`config.mk`:
```
export PLATFORM = sky130hd
export DESIGN_NAME = ram_bus_bridge
export DESIGN_NICKNAME = d
export VERILOG_FILES = /design/src/rtl/ram_bus_bridge.sv
export SDC_FILE = /design/constraint.sdc
export NUM_CORES = 1
export LEC_CHECK = 0
export BUFFER_PORTS_ARGS = -buffer_cell sky130_fd_sc_hd__buf_2
export CAP_MARGIN = 10
export CORE_MARGIN = 4
export CORE_UTILIZATION = 40
export DETAILED_ROUTE_END_ITERATION = 16
export PLACE_DENSITY = 0.77
export SYNTH_ARGS = -nofsm -noshare
export SYNTH_HDL_FRONTEND = slang
export SYNTH_SLANG_ARGS = --single-unit
export TNS_END_PERCENT = 1
```
`constraint.sdc`:
```
create_clock -name clk -period 3.65 [get_ports clk]
set_clock_uncertainty 0.05 [all_clocks]
set_input_delay 0.73 -clock clk [delete_from_list [all_inputs] [get_ports clk]]
set_output_delay 0.73 -clock clk [all_outputs]
set_load 0.1 [all_outputs]
```
`src/rtl/ram_bus_bridge.sv`:
```
// Bridge from the ARMv4 core memory port to a cs/oe/we/ready RAM handshake.
// Build option: define RAM_TIMEOUT_EN to abort WAIT after TIMEOUT_CYC cycles without ram_ready.
module ram_bus_bridge #(
  parameter int SETUP_CYC   = 1,
  parameter int TIMEOUT_CYC = 15
) (
  input  logic        clk,
  input  logic        rst,
  input  logic        req,
  input  logic        wr,
  input  logic [31:0] addr,
  input  logic [31:0] wdata,
  input  logic [1:0]  size,
  output logic [31:0] rdata,
  output logic        done,
  output logic        err,
  output logic        busy,
  output logic        ram_cs,
  output logic        ram_oe,
  output logic        ram_we,
  output logic [31:0] ram_addr,
  output logic [3:0]  ram_be,
  output logic [31:0] ram_wdata,
  input  logic [31:0] ram_rdata,
  input  logic        ram_ready
);

  localparam logic [1:0] IDLE  = 2'd0;
  localparam logic [1:0] SETUP = 2'd1;
  localparam logic [1:0] WAIT  = 2'd2;
  localparam logic [1:0] DONE  = 2'd3;

  localparam logic [1:0] SETUP_LAST = 2'(SETUP_CYC - 1);

  logic [1:0]  state;
  logic [1:0]  setup_cnt;
  logic        wr_q;
  logic [1:0]  size_q;
  logic [1:0]  lane_q;
  logic        timeout_hit;

  logic        req_misaligned;
  logic [3:0]  req_be;
  logic [31:0] req_wdata;
  logic [31:0] rd_ext;

  assign busy = (state != IDLE);

  // Reserved size 2'b11 behaves exactly like a word access.
  always_comb begin
    req_misaligned = 1'b0;
    req_be         = 4'b1111;
    req_wdata      = wdata;
    case (size)
      2'b00: begin
        req_be    = 4'b0001 << addr[1:0];
        req_wdata = {4{wdata[7:0]}};
      end
      2'b01: begin
        req_misaligned = addr[0];
        req_be         = addr[1] ? 4'b1100 : 4'b0011;
        req_wdata      = {2{wdata[15:0]}};
      end
      default: begin
        req_misaligned = |addr[1:0];
      end
    endcase
  end

  always_comb begin
    rd_ext = ram_rdata;
    case (size_q)
      2'b00:   rd_ext = {24'b0, ram_rdata[{lane_q, 3'b000} +: 8]};
      2'b01:   rd_ext = lane_q[1] ? {16'b0, ram_rdata[31:16]} : {16'b0, ram_rdata[15:0]};
      default: rd_ext = ram_rdata;
    endcase
  end

`ifdef RAM_TIMEOUT_EN
  localparam logic [3:0] TIMEOUT_LAST = 4'(TIMEOUT_CYC - 1);
  logic [3:0] wait_cnt;

  // Counts cycles spent in WAIT; zero whenever outside WAIT so each entry starts fresh.
  always_ff @(posedge clk or negedge rst) begin
    if (!rst)               wait_cnt <= '0;
    else if (state == WAIT) wait_cnt <= wait_cnt + 4'd1;
    else                    wait_cnt <= '0;
  end

  assign timeout_hit = (state == WAIT) && (wait_cnt == TIMEOUT_LAST);
`else
  assign timeout_hit = 1'b0;
`endif

  always_ff @(posedge clk or negedge rst) begin
    if (!rst) begin
      state     <= IDLE;
      setup_cnt <= '0;
      wr_q      <= 1'b0;
      size_q    <= '0;
      lane_q    <= '0;
      rdata     <= '0;
      done      <= 1'b0;
      err       <= 1'b0;
      ram_cs    <= 1'b0;
      ram_oe    <= 1'b0;
      ram_we    <= 1'b0;
      ram_addr  <= '0;
      ram_be    <= '0;
      ram_wdata <= '0;
    end else begin
      done <= 1'b0;
      case (state)
        IDLE: begin
          if (req) begin
            wr_q   <= wr;
            size_q <= size;
            lane_q <= addr[1:0];
            if (req_misaligned) begin
              state <= DONE;
              done  <= 1'b1;
              err   <= 1'b1;
            end else begin
              ram_cs    <= 1'b1;
              ram_addr  <= {addr[31:2], 2'b00};
              ram_be    <= req_be;
              ram_wdata <= req_wdata;
              if (SETUP_CYC == 0) begin
                state  <= WAIT;
                ram_oe <= ~wr;
                ram_we <= wr;
              end else begin
                state     <= SETUP;
                setup_cnt <= '0;
              end
            end
          end
        end
        SETUP: begin
          if (setup_cnt == SETUP_LAST) begin
            state  <= WAIT;
            ram_oe <= ~wr_q;
            ram_we <= wr_q;
          end else begin
            setup_cnt <= setup_cnt + 2'd1;
          end
        end
        WAIT: begin
          // A ready arriving on the expiry cycle still counts as a normal completion.
          if (ram_ready || timeout_hit) begin
            state     <= DONE;
            done      <= 1'b1;
            err       <= ~ram_ready;
            ram_cs    <= 1'b0;
            ram_oe    <= 1'b0;
            ram_we    <= 1'b0;
            ram_addr  <= '0;
            ram_be    <= '0;
            ram_wdata <= '0;
            if (ram_ready && !wr_q) rdata <= rd_ext;
          end
        end
        default: begin
          state <= IDLE;
          err   <= 1'b0;
        end
      endcase
    end
  end

endmodule

```
==> results of run 1 <==
==> per-layer routing <==
metal,GRT usage,vias to the layer above,share of wire
met3,0.04306,20,0.060
met1,0.2424,2200,0.43
met2,0.3048,153,0.49
met4,0.06435,0,0.016
met5,0,-,0
li1,-,2164,-
==> final cells by class <==
cell class              count  area (µm²)
fillers                  1275        6761
flip-flops and latches    112        2803
multi-input cells         363        2628
repair buffers            213        1124
clock buffers              10       239.0
well taps                 180       225.2
clock inverters             6       67.56
inverters                   9       33.78
==> through the flow <==
stage          setup slack [ps]  area (µm²)  hold WS [ps]
4_1_cts                   997.9        7119         361.7
5_1_grt                   885.1        7119         390.0
3_5_place_dp              671.6        6813         414.9
2_1_floorplan              1272        5669         384.4
3_3_place_gp              729.2        6813         407.6
6_report                  999.1        7119         339.0
==> logic make-up after synthesis <==
group,synth area share
AOI/OAI and AO/OA,0.1080
adders and majority gates,0.01104
and+or+nand+nor,0.1332
other,0.0006619
muxes,0.2078
DFF,0.4947
buffers and inverters,0.04461
==> registers in the layout, summed over array words and instances, names as in the netlist <==
name,count
state,2
lane_q,2
size_q,2
done,1
ram_we,1
setup_cnt,2
rdata,32
ram_cs,1
ram_oe,1
ram_addr,30
ram_be,4
wr_q,1
err,1
ram_wdata,32
==> synth_stat cells <==
master	n
sky130_fd_sc_hd__dfrtp_1	112
sky130_fd_sc_hd__a2bb2oi_1	1
sky130_fd_sc_hd__buf_1	3
sky130_fd_sc_hd__a21oi_1	24
sky130_fd_sc_hd__o2111ai_2	1
sky130_fd_sc_hd__or2b_1	1
sky130_fd_sc_hd__o221a_2	6
sky130_fd_sc_hd__buf_6	1
sky130_fd_sc_hd__nor2_1	13
sky130_fd_sc_hd__nand3b_1	2
sky130_fd_sc_hd__nand3_1	3
sky130_fd_sc_hd__mux2_2	49
sky130_fd_sc_hd__o31ai_1	2
sky130_fd_sc_hd__o21ai_0	37
sky130_fd_sc_hd__nor2_4	1
sky130_fd_sc_hd__a22o_1	5
sky130_fd_sc_hd__buf_2	1
sky130_fd_sc_hd__or3b_2	1
sky130_fd_sc_hd__buf_4	5
sky130_fd_sc_hd__a21o_1	1
sky130_fd_sc_hd__or3_1	1
sky130_fd_sc_hd__inv_2	1
sky130_fd_sc_hd__inv_1	8
sky130_fd_sc_hd__ha_1	5
sky130_fd_sc_hd__conb_1	1
sky130_fd_sc_hd__mux2i_1	19
sky130_fd_sc_hd__clkbuf_1	25
sky130_fd_sc_hd__a22oi_1	10
sky130_fd_sc_hd__a32o_1	1
sky130_fd_sc_hd__a32oi_1	4
sky130_fd_sc_hd__nand2b_1	3
sky130_fd_sc_hd__nand2_1	96
sky130_fd_sc_hd__nor2b_1	41
sky130_fd_sc_hd__o21bai_1	1
sky130_fd_sc_hd__o22ai_1	1
sky130_fd_sc_hd__buf_12	3
sky130_fd_sc_hd__mux2_4	29
sky130_fd_sc_hd__or2_2	1
sky130_fd_sc_hd__o221ai_1	1
sky130_fd_sc_hd__a31oi_1	1
==> how the worst max path moves through the flow <==
stage / from / endpoint / slack (ps) / cells past startpoint
4_1_cts: state[0] / ram_be[1] / 1000 / 7
3_3_place_gp: size[1] / ram_wdata[29] / 730 / 6
3_5_place_dp: size[1] / ram_wdata[12] / 670 / 6
6_report: state[0] / ram_wdata[12] / 1000 / 7
2_1_floorplan: state[0] / ram_addr[10] / 1270 / 8
5_1_grt: state[0] / ram_be[0] / 890 / 7
==> run_summary.xml, run 1 <==
<?xml version="1.0" encoding="UTF-8"?>
<metrics>
  <group name="outcome">
    <metric name="run_status" unit="">finished clean</metric>
  </group>
  <group name="route">
    <metric name="routed_length_per_placed_instance" unit="µm">16.71</metric>
    <metric name="drc_violation_count_after_routing" unit="">0</metric>
    <metric name="ant_nets" unit="">0</metric>
    <metric name="vias" unit="">4537</metric>
    <metric name="route.final.wire_length" unit="mm">14.92</metric>
    <metric name="via_per_inst" unit="">5.081</metric>
    <metric name="detailedRoute.firstIterationViolations" unit="">170</metric>
    <metric name="dr.pass1.iters" unit="">5</metric>
  </group>
  <group name="worst_setup_path">
    <metric name="critPathArrivalTime" unit="ps">2840</metric>
    <metric name="end_kind" unit="">flop</metric>
    <metric name="worst-endpoint-required" unit="ps">3840</metric>
    <metric name="worst_r2r_path_depth" unit="">7</metric>
    <metric name="worstReg2RegStart" unit="">state[0]</metric>
    <metric name="cp.buffers_inverters" unit="">3</metric>
    <metric name="max_stage_delay" unit="ps">440</metric>
    <metric name="worst-r2r-setup-slack" unit="ps">1000</metric>
    <metric name="timing_worst_setup_path_type" unit="">flop to flop</metric>
    <metric name="crit_fanout" unit="">17</metric>
    <metric name="worst_setup_path_start_kind" unit="">flop</metric>
    <metric name="rr_endpoint" unit="">ram_wdata[12]</metric>
    <metric name="worst_path_dominant_cell_family" unit="">buffers and inverters</metric>
    <metric name="cp_slowest_cell" unit="">sky130_fd_sc_hd__or3_1</metric>
    <metric name="crit_path_cells" unit="">inv_1, ha_1, inv_2, or3_1, o2111ai_4, buf_4, mux2_2</metric>
  </group>
  <group name="die">
    <metric name="die_width" unit="µm">127.0</metric>
    <metric name="initial_core_util" unit="">0.4081</metric>
    <metric name="core" unit="µm²">13880</metric>
    <metric name="die_h" unit="µm">127.0</metric>
    <metric name="design.die.area" unit="µm²">16130</metric>
    <metric name="num_io_pins" unit="">209</metric>
    <metric name="row_count" unit="">43</metric>
  </group>
  <group name="grt">
    <metric name="grt.total_usage" unit="">0.1857</metric>
    <metric name="grt_start_max_net_pins" unit="">69</metric>
    <metric name="grt.overflow.total" unit="">0</metric>
    <metric name="global_route_wire_length_before_repair" unit="mm">24.07</metric>
    <metric name="first_global_vias" unit="">4637</metric>
    <metric name="antenna_found_initial" unit="">0</metric>
  </group>
  <group name="synth">
    <metric name="post_synth.cell_area_avg" unit="µm²">10.87</metric>
    <metric name="synth_largest_type_area_fraction" unit="">0.4947</metric>
    <metric name="yosys-top-cells-area" unit="">sky130_fd_sc_hd__dfrtp_1 (49%), sky130_fd_sc_hd__mux2_2 (9.7%), sky130_fd_sc_hd__mux2_4 (7.7%)</metric>
    <metric name="postSynthRegisterBits" unit="">112</metric>
    <metric name="synth_unique_cells" unit="">40</metric>
    <metric name="netlist_area" unit="µm²">5665</metric>
    <metric name="synth.largest_area_cell" unit="">sky130_fd_sc_hd__dfrtp_1</metric>
    <metric name="yosys_warnings" unit="">0</metric>
    <metric name="synth-seq-area-share" unit="">0.4947</metric>
    <metric name="synthCells" unit="">521</metric>
  </group>
  <group name="finish">
    <metric name="stdcell_count" unit="">893</metric>
    <metric name="most-common-layout-cells" unit="">sky130_fd_sc_hd__buf_2 (205), sky130_fd_sc_hd__dfrtp_1 (112), sky130_fd_sc_hd__nand2_1 (96), sky130_fd_sc_hd__mux2_2 (49), sky130_fd_sc_hd__nor2b_1 (41)</metric>
    <metric name="drive_above_1_share" unit="">0.4474</metric>
    <metric name="area_growth_syn_to_layout" unit="%">25.66</metric>
    <metric name="num-nets-final" unit="">816</metric>
    <metric name="final_core_util" unit="">0.5129</metric>
    <metric name="antenna-diode-count" unit="">0</metric>
    <metric name="layout.cells.most_common" unit="">sky130_fd_sc_hd__buf_2</metric>
  </group>
  <group name="clock_tree">
    <metric name="cts_hold_buffers" unit="">0</metric>
    <metric name="cts_repair_resize_count" unit="">0</metric>
    <metric name="clock_pin_slew_on_the_worst_setup_and_hold_paths" unit="ps">70</metric>
    <metric name="ctsHtreeMaxLevel" unit="">3</metric>
    <metric name="cts_tree" unit="">built</metric>
    <metric name="cts_setup_buffers" unit="">0</metric>
    <metric name="clock_tree.buffer_depth" unit="">2</metric>
    <metric name="worst_skew_pair.late_latency" unit="ps">350</metric>
    <metric name="tritoncts.num_buffers" unit="">9</metric>
    <metric name="cts_sinks" unit="">112</metric>
    <metric name="cts.root.buffer_cell" unit="">sky130_fd_sc_hd__clkbuf_16</metric>
  </group>
  <group name="sta">
    <metric name="tightest_slew" unit="ps">1056</metric>
    <metric name="setup_tns" unit="ps">0</metric>
    <metric name="final_min_period_over_clock_period" unit="">0.7263</metric>
    <metric name="setup_viol" unit="">0</metric>
    <metric name="rsz0062_at_grt" unit="">no</metric>
    <metric name="max_freq" unit="MHz">377.2</metric>
    <metric name="worst_slew_margin_rel" unit="">0.2935</metric>
    <metric name="slew_violations" unit="">0</metric>
    <metric name="final_period_minus_worst_setup_slack" unit="ps">2651</metric>
    <metric name="hold_violations" unit="">0</metric>
  </group>
  <group name="min_path">
    <metric name="worst_hold_path_type" unit="">input port to asynchronous set/reset pin</metric>
  </group>
  <group name="placed_design">
    <metric name="placement.io_buffers" unit="">206</metric>
    <metric name="dpl.hpwl" unit="mm">11.08</metric>
    <metric name="gp_congestion" unit="">0.8070</metric>
    <metric name="dpl.cell_count" unit="">877</metric>
  </group>
  <group name="run">
    <metric name="cap_violations" unit="">0</metric>
  </group>
</metrics>
Power of run 1 is not shown: default switching activity piles up to over one toggle a cycle in this logic, so the estimate is an artifact.
==> inputs of run 2 (changes only) <==
--- a/config.mk
+++ b/config.mk
@@ -10,7 +10,7 @@
 export CORE_MARGIN = 4
 export CORE_UTILIZATION = 40
 export DETAILED_ROUTE_END_ITERATION = 16
-export PLACE_DENSITY = 0.77
+export PLACE_DENSITY = 0.8
 export SYNTH_ARGS = -nofsm -noshare
 export SYNTH_HDL_FRONTEND = slang
 export SYNTH_SLANG_ARGS = --single-unit
==> constraint.sdc (replaced) <==
create_clock -name clk -period 2.15 [get_ports clk]
set_clock_uncertainty 0.05 [all_clocks]
set_input_delay 0.43 -clock clk [delete_from_list [all_inputs] [get_ports clk]]
set_output_delay 0.43 -clock clk [all_outputs]
set_load 0.1 [all_outputs]
==> run 2 against run 1 <==
Sequential share of layout area down 0.93 points. Critical path depth is the same. Die area unchanged. Maximum frequency is 29% higher. Highest routed layer unchanged. Core utilization grew 1.2 points.
==> run_summary.xml, run 2 (same netlist as run 1, synthesis figures left out) <==
<?xml version="1.0" encoding="UTF-8"?>
<metrics>
  <group name="placed_design">
    <metric name="detailedPlace.worstSlack" unit="ps">-36.00</metric>
    <metric name="detailed_place.area" unit="µm²">6968</metric>
    <metric name="gp_congestion" unit="">0.8181</metric>
    <metric name="dpl.hpwl" unit="mm">11.27</metric>
    <metric name="placement.io_buffers" unit="">206</metric>
  </group>
  <group name="sta">
    <metric name="final_min_period_over_clock_period" unit="">0.9582</metric>
    <metric name="hold_violations" unit="">0</metric>
    <metric name="final_period_minus_worst_setup_slack" unit="ps">2060</metric>
    <metric name="rsz0062_at_grt" unit="">no</metric>
    <metric name="setup_viol" unit="">0</metric>
    <metric name="slew_violations" unit="">0</metric>
    <metric name="tightest_slew" unit="ps">532.5</metric>
    <metric name="worst_slew_margin_rel" unit="">0.6448</metric>
    <metric name="timing.final.ws_setup" unit="ps">89.84</metric>
    <metric name="max_freq" unit="MHz">485.4</metric>
  </group>
  <group name="finish">
    <metric name="antenna-diode-count" unit="">0</metric>
    <metric name="finish.instance_area" unit="µm²">7291</metric>
    <metric name="area_growth_syn_to_layout" unit="%">28.69</metric>
    <metric name="most-common-layout-cells" unit="">sky130_fd_sc_hd__buf_2 (205), sky130_fd_sc_hd__dfrtp_1 (112), sky130_fd_sc_hd__nand2_1 (96), sky130_fd_sc_hd__mux2_2 (49), sky130_fd_sc_hd__nor2b_1 (41)</metric>
    <metric name="fillCellCount" unit="">1281</metric>
    <metric name="largest_registers" unit="">ram_wdata: 32 flops, rdata: 32 flops, ram_addr: 30 flops</metric>
    <metric name="layout.cells.most_common" unit="">sky130_fd_sc_hd__buf_2</metric>
    <metric name="drive_above_1_share" unit="">0.4657</metric>
    <metric name="num-nets-final" unit="">831</metric>
  </group>
  <group name="die">
    <metric name="initial_core_util" unit="">0.4081</metric>
    <metric name="core" unit="µm²">13880</metric>
    <metric name="die_width" unit="µm">127.0</metric>
    <metric name="design.die.area" unit="µm²">16130</metric>
    <metric name="num_io_pins" unit="">209</metric>
    <metric name="row_count" unit="">43</metric>
    <metric name="die_h" unit="µm">127.0</metric>
  </group>
  <group name="worst_setup_path">
    <metric name="crit_fanout" unit="">24</metric>
    <metric name="critPathArrivalTime" unit="ps">2240</metric>
    <metric name="crit_start" unit="">state[1]</metric>
    <metric name="worstReg2RegStart" unit="">state[1]</metric>
    <metric name="worst-endpoint-required" unit="ps">2330</metric>
    <metric name="timing_worst_setup_path_type" unit="">flop to flop</metric>
    <metric name="rr_endpoint" unit="">ram_addr[27]</metric>
    <metric name="end_kind" unit="">flop</metric>
    <metric name="worst_r2r_path_depth" unit="">7</metric>
    <metric name="worst-r2r-setup-slack" unit="ps">90</metric>
    <metric name="worst_setup_path_start_kind" unit="">flop</metric>
  </group>
  <group name="route">
    <metric name="drc_violation_count_after_routing" unit="">0</metric>
    <metric name="detailedRoute.firstIterationViolations" unit="">173</metric>
    <metric name="vias" unit="">4605</metric>
    <metric name="dr.pass1.iters" unit="">4</metric>
    <metric name="route.final.wire_length" unit="mm">14.90</metric>
    <metric name="ant_nets" unit="">0</metric>
    <metric name="routed_length_per_placed_instance" unit="µm">16.41</metric>
    <metric name="via_per_inst" unit="">5.072</metric>
  </group>
  <group name="run">
    <metric name="cap_violations" unit="">0</metric>
  </group>
  <group name="clock_tree">
    <metric name="clock_tree.buffer_depth" unit="">2</metric>
    <metric name="cts.root.buffer_cell" unit="">sky130_fd_sc_hd__clkbuf_16</metric>
    <metric name="ctsHtreeMaxLevel" unit="">3</metric>
    <metric name="worst_skew_pair.late_latency" unit="ps">340</metric>
    <metric name="clock_pin_slew_on_the_worst_setup_and_hold_paths" unit="ps">70</metric>
    <metric name="tritoncts.num_buffers" unit="">9</metric>
    <metric name="cts_hold_buffers" unit="">0</metric>
    <metric name="cts_sinks" unit="">112</metric>
    <metric name="cts_setup_buffers" unit="">0</metric>
    <metric name="cts_tree" unit="">built</metric>
  </group>
  <group name="grt">
    <metric name="first_global_vias" unit="">4594</metric>
    <metric name="antenna_found_initial" unit="">0</metric>
    <metric name="grt_start_max_net_pins" unit="">73</metric>
    <metric name="global_route_wire_length_before_repair" unit="mm">23.78</metric>
    <metric name="grt.overflow.total" unit="">0</metric>
    <metric name="grt.total_usage" unit="">0.1822</metric>
  </group>
  <group name="min_path">
    <metric name="worst_hold_path_type" unit="">input port to asynchronous set/reset pin</metric>
  </group>
  <group name="outcome">
    <metric name="run_status" unit="">finished clean</metric>
  </group>
</metrics>
==> run 2: worst max-delay path, cell delays in order (launching register included) <==
cell	delay [ps]
sky130_fd_sc_hd__dfrtp_1	390
sky130_fd_sc_hd__inv_2	90
sky130_fd_sc_hd__ha_4	160
sky130_fd_sc_hd__buf_6	120
sky130_fd_sc_hd__or2b_4	290
sky130_fd_sc_hd__o2111ai_4	230
sky130_fd_sc_hd__buf_12	280
sky130_fd_sc_hd__mux2_4	320
==> run 2: worst max-delay path by stage <==
stage	to	depth (start not counted)
after global placement	ram_wdata[20]	7
after global routing	ram_addr[27]	7
after CTS	ram_addr[16]	7
after floorplan	ram_addr[10]	8
final	ram_addr[27]	7
after detailed placement	ram_wdata[28]	7
==> run 2: metal layers <==
metal  share of wire  GRT usage  routed length (µm)
met5               0          0                   0
met4           0.020    0.07003                 294
met3           0.065    0.02968                 973
met2            0.48     0.2970                7182
met1            0.43     0.2448                6450
==> run 2: stage by stage <==
step           TNS, ps  utilization  hold slack [ps]  std cells
6_report             0       0.5252            28.43        908
2_1_floorplan        0            -            84.41        522
4_1_cts              0       0.5250            33.23        908
5_1_grt              0       0.5252            36.36        908
3_3_place_gp         0       0.5020            400.7        892
3_5_place_dp    -708.6       0.5020            413.4        892
==> run 2: final cells by class <==
cell class / count / area (µm²) / area share
Clock buffer: 10 / 239.0 / 0.03278
Clock inverter: 6 / 67.56 / 0.009267
Inverter: 9 / 38.79 / 0.005320
Multi-Input combinational cell: 363 / 2649 / 0.3633
Sequential cell: 112 / 2803 / 0.3844
Tap cell: 180 / 225.2 / 0.03089
Timing Repair Buffer: 228 / 1269 / 0.1740
==> run 2: timing repair <==
action | 4_1_cts | 5_1_grt
cloned | 0 | 0
endpoints found under the setup margin | 44 | 30
resized for setup | 3 | 2
pin swaps | 1 | 0
Power of run 2 is left out for the same reason.
